--- src/rtl/pipe_divider_pkg.sv ---
// Shared definitions for the pipelined restoring divider.
// Holds the width constants, the divide-by-zero quotient value and the
// per-stage register struct carried down the pipeline.
package pipe_divider_pkg;

   localparam int DW             = 8;   // dividend / quotient width
   localparam int VW             = 4;   // divisor / remainder width
   localparam int STAGES         = 4;   // pipeline depth
   localparam int BITS_PER_STAGE = 2;   // quotient bits resolved per stage

   localparam logic [DW-1:0] DBZ_QUOTIENT = 8'hFF;

   // One pipeline stage register. dividend_rem is kept left-aligned: its two
   // MSBs are the next dividend bits to consume. q fills from the LSB end, so
   // after the last stage it holds the full quotient MSB-first.
   typedef struct packed {
      logic          valid;
      logic          dbz;
      logic [DW-1:0] dividend_rem;
      logic [VW-1:0] divisor;
      logic [VW:0]   prem;
      logic [DW-1:0] q;
   } stage_t;

endpackage

--- src/rtl/pipe_divider_div_step.sv ---
// div_step: one combinational restoring-division step.
//   prem_in  [VW:0]  partial remainder in (always < divisor, so bit VW is 0)
//   din              next dividend bit, MSB first
//   divisor  [VW-1:0]
//   prem_out [VW:0]  partial remainder after the step
//   qbit             resolved quotient bit
module div_step
   import pipe_divider_pkg::*;
(
   input  logic [VW:0]   prem_in,
   input  logic          din,
   input  logic [VW-1:0] divisor,
   output logic [VW:0]   prem_out,
   output logic          qbit
);

   logic [VW:0] r5;
   logic        unused_prem_msb;

   // Partial remainder is < divisor, so its top bit is always 0 and the
   // shifted value still fits in VW+1 bits.
   assign r5              = {prem_in[VW-1:0], din};
   assign unused_prem_msb = prem_in[VW];

   assign qbit     = (r5 >= {1'b0, divisor});
   assign prem_out = qbit ? (r5 - {1'b0, divisor}) : r5;

endmodule

--- src/rtl/pipe_divider.sv ---
// pipe_divider: 4-stage pipelined unsigned restoring divider.
// 8-bit dividend / 4-bit divisor -> 8-bit quotient + 4-bit remainder, two
// quotient bits per stage, latency 4 enabled edges, one result per enabled
// cycle. Divisor 0 yields dbz=1, quotient=8'hFF, remainder=0.
//   clk        rising-edge clock
//   rst        synchronous reset, active-high, wins over en
//   en         pipeline advance; 0 holds every register including valids
//   in_valid   dividend/divisor qualify this cycle
//   dividend   [7:0] unsigned dividend
//   divisor    [3:0] unsigned divisor
//   out_valid  result valid (held while en=0)
//   quotient   [7:0], remainder [3:0], dbz  result of the op
module pipe_divider
   import pipe_divider_pkg::*;
(
   input  logic          clk,
   input  logic          rst,
   input  logic          en,
   input  logic          in_valid,
   input  logic [DW-1:0] dividend,
   input  logic [VW-1:0] divisor,
   output logic          out_valid,
   output logic [DW-1:0] quotient,
   output logic [VW-1:0] remainder,
   output logic          dbz
);

   stage_t stg [STAGES];   // stage registers; the last one is the output
   stage_t nxt [STAGES];   // next-state value for each stage register

   for (genvar s = 0; s < STAGES; s++) begin : g_stage
      stage_t      src;
      logic [VW:0] prem_a, prem_b;
      logic        q_a, q_b;

      // Stage 1 starts from the raw inputs with a zero partial remainder.
      if (s == 0) begin : g_first
         assign src = '{valid:        in_valid,
                        dbz:          (divisor == '0),
                        dividend_rem: dividend,
                        divisor:      divisor,
                        prem:         {(VW+1){1'b0}},
                        q:            {DW{1'b0}}};
      end else begin : g_rest
         assign src = stg[s-1];
      end

      div_step u_step_a (
         .prem_in  (src.prem),
         .din      (src.dividend_rem[DW-1]),
         .divisor  (src.divisor),
         .prem_out (prem_a),
         .qbit     (q_a)
      );

      div_step u_step_b (
         .prem_in  (prem_a),
         .din      (src.dividend_rem[DW-2]),
         .divisor  (src.divisor),
         .prem_out (prem_b),
         .qbit     (q_b)
      );

      // A dbz op pins its quotient/remainder so the meaningless steps on a
      // zero divisor never leak into the result.
      assign nxt[s] = '{valid:        src.valid,
                        dbz:          src.dbz,
                        dividend_rem: {src.dividend_rem[DW-BITS_PER_STAGE-1:0],
                                       {BITS_PER_STAGE{1'b0}}},
                        divisor:      src.divisor,
                        prem:         src.dbz ? {(VW+1){1'b0}} : prem_b,
                        q:            src.dbz ? DBZ_QUOTIENT
                                              : {src.q[DW-BITS_PER_STAGE-1:0], q_a, q_b}};
   end

   always_ff @(posedge clk) begin
      if (rst) begin
         for (int i = 0; i < STAGES; i++) stg[i] <= '0;
      end else if (en) begin
         for (int i = 0; i < STAGES; i++) stg[i] <= nxt[i];
      end
   end

   assign out_valid = stg[STAGES-1].valid;
   assign quotient  = stg[STAGES-1].q;
   assign remainder = stg[STAGES-1].prem[VW-1:0];
   assign dbz       = stg[STAGES-1].dbz;

   // Fields that only matter inside the pipeline.
   logic unused_tail;
   assign unused_tail = ^{stg[STAGES-1].dividend_rem, stg[STAGES-1].divisor,
                          stg[STAGES-1].prem[VW]};

endmodule

--- config.mk ---
export PLATFORM = sky130hd
export DESIGN_NAME = pipe_divider
export DESIGN_NICKNAME = d
export VERILOG_FILES = /design/src/rtl/pipe_divider_pkg.sv /design/src/rtl/pipe_divider_div_step.sv /design/src/rtl/pipe_divider.sv
export SDC_FILE = /design/constraint.sdc
export NUM_CORES = 1
export LEC_CHECK = 0
export CORE_MARGIN = 2
export CORE_UTILIZATION = 30
export DETAILED_ROUTE_END_ITERATION = 6
export DONT_BUFFER_PORTS = 1
export SYNTH_ARGS = -nofsm -noshare
export SYNTH_HDL_FRONTEND = slang
export SYNTH_SLANG_ARGS = --single-unit
export TNS_END_PERCENT = 1
--- constraint.sdc ---
create_clock -name clk -period 3.28 [get_ports clk]
set_input_delay 0.328 -clock clk [delete_from_list [all_inputs] [get_ports clk]]
set_output_delay 0.328 -clock clk [all_outputs]
set_load 0.05 [all_outputs]
==> results of run 1 <==
[routing by layer]
layer	wire, µm	up-vias	share of wire (%)	track usage [%]
li1	-	1433	-	-
met1	3390	1372	43	12.3
met2	4050	56	51	19.8
met3	260	17	3.3	3.37
met4	175	0	2.2	4.55
met5	0	-	0	0
[worst max-delay path, stage by stage (launching register included)]
cell,delay [ns]
edfxtp_1,0.42
ha_1,0.35
nor2b_1,0.24
o211a_1,0.22
nor3_1,0.06
or2_2,0.32
ha_1,0.33
a211oi_4,0.22
o22ai_2,0.14
a2111oi_4,0.19
buf_4,0.21
a21oi_1,0.07
[worst max-delay path by stage]
stage	endpoint	slack [ns]
global route	stg[2][0]	0.07
global placement	stg[2][0]	0.17
detailed placement	stg[2][8]	0.03
floorplan	stg[2][10]	0.31
finish	stg[2][0]	0.23
CTS	stg[2][8]	0.0002
[layout make-up]
cell class / count / area [µm²]
repair buffers: 7 / 65.1
clock buffers: 11 / 233
inverters: 38 / 143
clock inverters: 5 / 52.6
well taps: 180 / 225
fillers: 1395 / 9090
flip-flops and latches: 68 / 2040
multi-input cells: 283 / 2030
[metrics by stage]
step	setup slack (ns)	utilization (%)	instances	area, µm²
after floorplan	0.306	-	399	4280
after global placement	0.174	32.4	574	4490
after detailed placement	0.0274	32.4	574	4490
after CTS	0.000153	34.4	590	4780
after global routing	0.0730	34.5	592	4790
final	0.228	34.5	592	4790
[timing repair]
item | in CTS | in global routing
setup endpoints to repair | 0 | 9
setup buffers | 0 | 2
resized for setup | 0 | 1
[cell families (layout without fill, tap and decap cells)]
kind of cell | Yosys count | count (layout)
AO/OA/AOI/OAI | 75 | 75
AND/OR/NAND/NOR | 152 | 152
adder cells (fa/ha/maj) | 37 | 37
flip-flops | 68 | 68
multiplexers | 12 | 12
buffers and inverters | 48 | 61
XOR/XNOR | 7 | 7
[layout by cell type (no fill, tap or decap), types with 2 or more instances in the layout]
cell,synthesis,final
a211oi_1,5,5
a21o_1,2,2
a21oi_1,11,11
a31oi_1,3,3
and2_1,21,21
and3_1,2,2
buf_4,0,6
clkbuf_1,6,2
clkbuf_16,0,9
clkinv_2,0,2
edfxtp_1,68,68
fa_1,7,7
ha_1,30,30
inv_1,37,37
mux2i_1,12,12
nand2_1,19,19
nand2b_1,3,3
nand3_1,9,9
nand3b_1,5,5
nor2_1,57,57
nor2b_1,9,9
nor3_1,6,6
nor3b_1,2,2
nor4_1,3,3
o211ai_1,6,6
o21a_1,13,13
o21ai_0,20,19
o21ai_1,3,4
or2_2,4,4
or3_1,3,3
xnor2_1,4,4
xor2_1,3,3
[power by group]
part | internal [mW] | leakage, nW | switching [mW]
logic | 0.455 | 0.974 | 0.557
clock network | 0.584 | 0.141 | 0.341
registers | 1.07 | 0.748 | 0.132
total | 2.11 | 1.86 | 1.03
==> qor.csv, run 1 <==
metric,value,unit
synth_edf_count,68,
r2r_slack,0.23,ns
grt_max_degree,38,
nets,460,
cts_buffers,9,
end_kind,flop,
cp-start-kind,flop,
yosysWarnings,0,
postSynthAreaPerCell,10.7,µm²
r2r_cells,11,
power_density,655,mW/mm²
setup_tns,0,ns
die_y,123,µm
timing.fmax,0.328,GHz
root_buffer,clkbuf_16,
clk_latency,0.33,ns
leakagePower,1.86,nW
path_class,reg -> reg,
clk_path_buf_depth,2,
final.setup_skew,0.00616,ns
syn-cell-area,0.00428,mm²
rsz0062_at_grt,no,
crit_path_start,stg[1][13],
netlist_top_cells_count,"68 x edfxtp_1, 57 x nor2_1, 37 x inv_1",
dr.pass1.iters,4,
synth-seq-cells,68,
fp.coreArea,0.0139,mm²
holdPathEnd,stg[0][19],
io_buffers,0,
p_total,3.14,mW
cts_tree,done,
wirelength,7.87,mm
synth_xor_area_share,1.43,%
die_w,123,µm
top_regs,stg x68,
yosysTopAreaCell,edfxtp_1,
grt_pass1_vias,2919,
yosysMostFrequentCell,edfxtp_1,
hp-start,dividend[2],
grt_pass1_wl,13.2,mm
synth_flop_cell,edfxtp_1,
gp_congestion,0.863,
timing.slew.headroom,50.9,%
largest_register_ffs,68,
yosys.area_share.simple,18.5,%
async_flop_share,0,%
cap_viol_max_count,0,
vdd_drop_max,287,µV
synth.top_cell.area_share,47.7,%
dieArea,0.0152,mm²
clkSlewWorstSetupHoldPaths,0.05,ns
cts.sink_count,68,
critPathMaxFanout,5,
post-route-period-util,93.1,%
syn_to_final_growth,12.0,%
r2r-start,stg[1][13],
ys_seq_area_share,47.7,%
grt-ovfl-total,0,
drc,0,
synthTopCellsByArea,"edfxtp_1 48%, ha_1 8.8%, nor2_1 5.0%",
htreeDepth,3,
vias,2878,
reg2reg_to,stg[2][0],
setup_viol,0,
synthAdderAreaFrac,12.1,%
hold_buffers,0,
first_iter_violations,127,
drive_gt1_share,9.22,%
pin_count,30,
synth_cell_types,53,
synth_cells,399,
initial_core_util,30.8,%
drt-vias-per-instance,4.86,
status,finished clean,
insertedDiodeCount,0,
slew_violations,0,
hold_slack,0.195,ns
synth_compound_area_share,12.7,%
row_count,43,
synth_top_family_by_area,simple AND/OR/NAND/NOR gates,
hpwl,5.83,mm
whs_path_depth,1,
post_drt_wl_per_cell,13.3,µm
grt.total_usage,11.1,%
required,3.33,ns
detail-route-antenna-nets,0,
synthMuxAreaShare,2.81,%
hold_viol,0,
antenna_found_initial,0,
largest_register,stg,
hp-class,in -> reg,
syn_nets,452,
arrival,3.10,ns
tightestPinTransition,0.737,ns
layout_min_cycle_time,3.05,ns
(Power assumes the default switching activity.)
==> inputs of run 2 (changes only) <==
--- a/config.mk
+++ b/config.mk
@@ -5,6 +5,8 @@
 export SDC_FILE = /design/constraint.sdc
 export NUM_CORES = 1
 export LEC_CHECK = 0
+export ABC_CLOCK_PERIOD_IN_PS = 3280
+export CORE_ASPECT_RATIO = 1.75
 export CORE_MARGIN = 2
 export CORE_UTILIZATION = 30
 export DETAILED_ROUTE_END_ITERATION = 6
==> qor.csv, run 2 (synthesis results as in run 1) <==
metric,value,unit,change
holdPathEnd,stg[0][24],,
root_buffer,clkbuf_16,,
die_y,162,µm,+31%
timing.slew.headroom,41.8,%,-9.1 points
post-route-period-util,94.7,%,+1.6 points
grt_pass1_vias,3108,,+6.5%
dr.pass1.iters,4,,unchanged
grt_max_degree,69,,+82%
fin_util,34.7,%,+0.21 points
r2r-start,stg[1][9],,
nets,461,,+0.22%
critPathMaxFanout,5,,unchanged
setup_tns,0,ns,unchanged
first_iter_violations,102,,-20%
setup_viol,0,,unchanged
cap_viol_max_count,0,,unchanged
htreeDepth,3,,unchanged
rsz0062_at_grt,no,,
fp.coreArea,0.0139,mm²,+0.19%
hp-class,in -> reg,,
power_density,677,mW/mm²,+3.4%
whs_path_depth,1,,unchanged
drt-vias-per-instance,4.93,,+1.4%
r2r_slack,0.18,ns,-0.05 ns
vdd_drop_max,381,µV,+33%
reg2reg_to,stg[2][0],,
largest_register_ffs,68,,unchanged
antenna_found_initial,0,,unchanged
insertedDiodeCount,0,,unchanged
cts_tree,done,,
slew_violations,0,,unchanged
vias,2908,,+1.0%
post_drt_wl_per_cell,14.2,µm,+6.6%
grt-ovfl-total,0,,unchanged
p_total,3.27,mW,+4.2%
layout_commonest_cell,edfxtp_1,,
hold_buffers,0,,unchanged
hold_viol,0,,unchanged
io_buffers,0,,unchanged
wirelength,8.36,mm,+6.2%
die_w,94.3,µm,-24%
status,finished clean,,
tightestPinTransition,0.873,ns,+0.136 ns
initial_core_util,30.8,%,-0.058 points
gp_congestion,0.873,,+1.2%
cts.sink_count,68,,unchanged
row_count,57,,+33%
grt.total_usage,12.1,%,+0.98 points
pin_count,30,,unchanged
clk_path_buf_depth,2,,unchanged
grt_pass1_wl,14.3,mm,+8.0%
clk_latency,0.34,ns,about the same
final.setup_skew,0.00533,ns,-0.000824 ns
arrival,3.16,ns,+0.06 ns
largest_register,stg,,
required,3.34,ns,about the same
drive_gt1_share,10.7,%,+1.4 points
hp-start,in_valid,,
r2r_cells,11,,unchanged
syn_to_final_growth,12.9,%,
detail-route-antenna-nets,0,,unchanged
timing.fmax,0.322,GHz,-1.7%
final_cell_mix,"68 x edfxtp_1, 57 x nor2_1, 37 x inv_1",,
end_kind,flop,,
dieArea,0.0153,mm²,+0.25%
hpwl,6.36,mm,+9.1%
drc,0,,unchanged
place_inst,574,,unchanged
cp-start-kind,flop,,
finalNonFillerCells,590,,-0.34%
cts_buffers,9,,unchanged
clkSlewWorstSetupHoldPaths,0.06,ns,about the same
path_class,reg -> reg,,
leakagePower,1.88,nW,+0.85%
top_regs,stg x68,,
layout_min_cycle_time,3.10,ns,+0.0526 ns
[run 2: per-stage QoR]
stage          setup slack (ns)  instance area [µm²]  hold slack (ns)
2_1_floorplan             0.306                 4280            0.497
3_3_place_gp              0.213                 4500            0.501
3_5_place_dp              0.150                 4500            0.512
4_1_cts                   0.143                 4820            0.175
5_1_grt                  0.0421                 4830            0.175
6_report                  0.175                 4830            0.184
[run 2: cell type report]
cell class | count | area (µm²)
Timing Repair Buffer | 8 | 60.1
Fill cell | 1397 | 9080
Clock inverter | 7 | 98.8
Tap cell | 177 | 221
Sequential cell | 68 | 2040
Multi-Input combinational cell | 283 | 2040
Clock buffer | 9 | 225
Inverter | 38 | 143
[run 2: how the worst max path moves through the flow]
stage | endpoint | start | cells after the start | slack (ns)
CTS | stg[2][0] | stg[1][13] | 11 | 0.14
global placement | stg[2][0] | stg[1][13] | 11 | 0.21
global route | stg[2][10] | stg[1][9] | 11 | 0.04
finish | stg[2][0] | stg[1][9] | 11 | 0.18
floorplan | stg[2][10] | stg[1][13] | 10 | 0.31
detailed placement | stg[2][0] | stg[1][13] | 11 | 0.15
[run 2: routing by layer]
layer | part of all wire [%] | vias to the layer above | track usage [%]
li1 | - | 1435 | -
met1 | 35 | 1385 | 11.1
met2 | 58 | 64 | 23.3
met3 | 2.9 | 24 | 3.01
met4 | 4.1 | 0 | 6.92
met5 | 0 | - | 0
[run 2: critical path, cell delays in order (launching register included)]
cell       delay (ns)
edfxtp_1         0.41
ha_1             0.32
o21ai_0          0.27
and2_1           0.22
nor3_1           0.07
or2_2            0.32
ha_1             0.32
a211oi_4         0.21
o22ai_2          0.12
a2111oi_4        0.27
buf_4            0.21
a21oi_1          0.07
[run 2: repair_timing]
| item | CTS | global route |
|---|---|---|
| resized for setup | 0 | 2 |
| endpoints found under the setup margin | 0 | 2 |
| hold endpoints to repair | 0 | 0 |
| buffers inserted | 0 | 0 |
[run 2: power by group]
part	internal (mW)	switching, mW	leakage (nW)
clock network	0.670	0.381	0.156
logic	0.457	0.561	0.974
registers	1.07	0.133	0.748
total	2.20	1.08	1.88
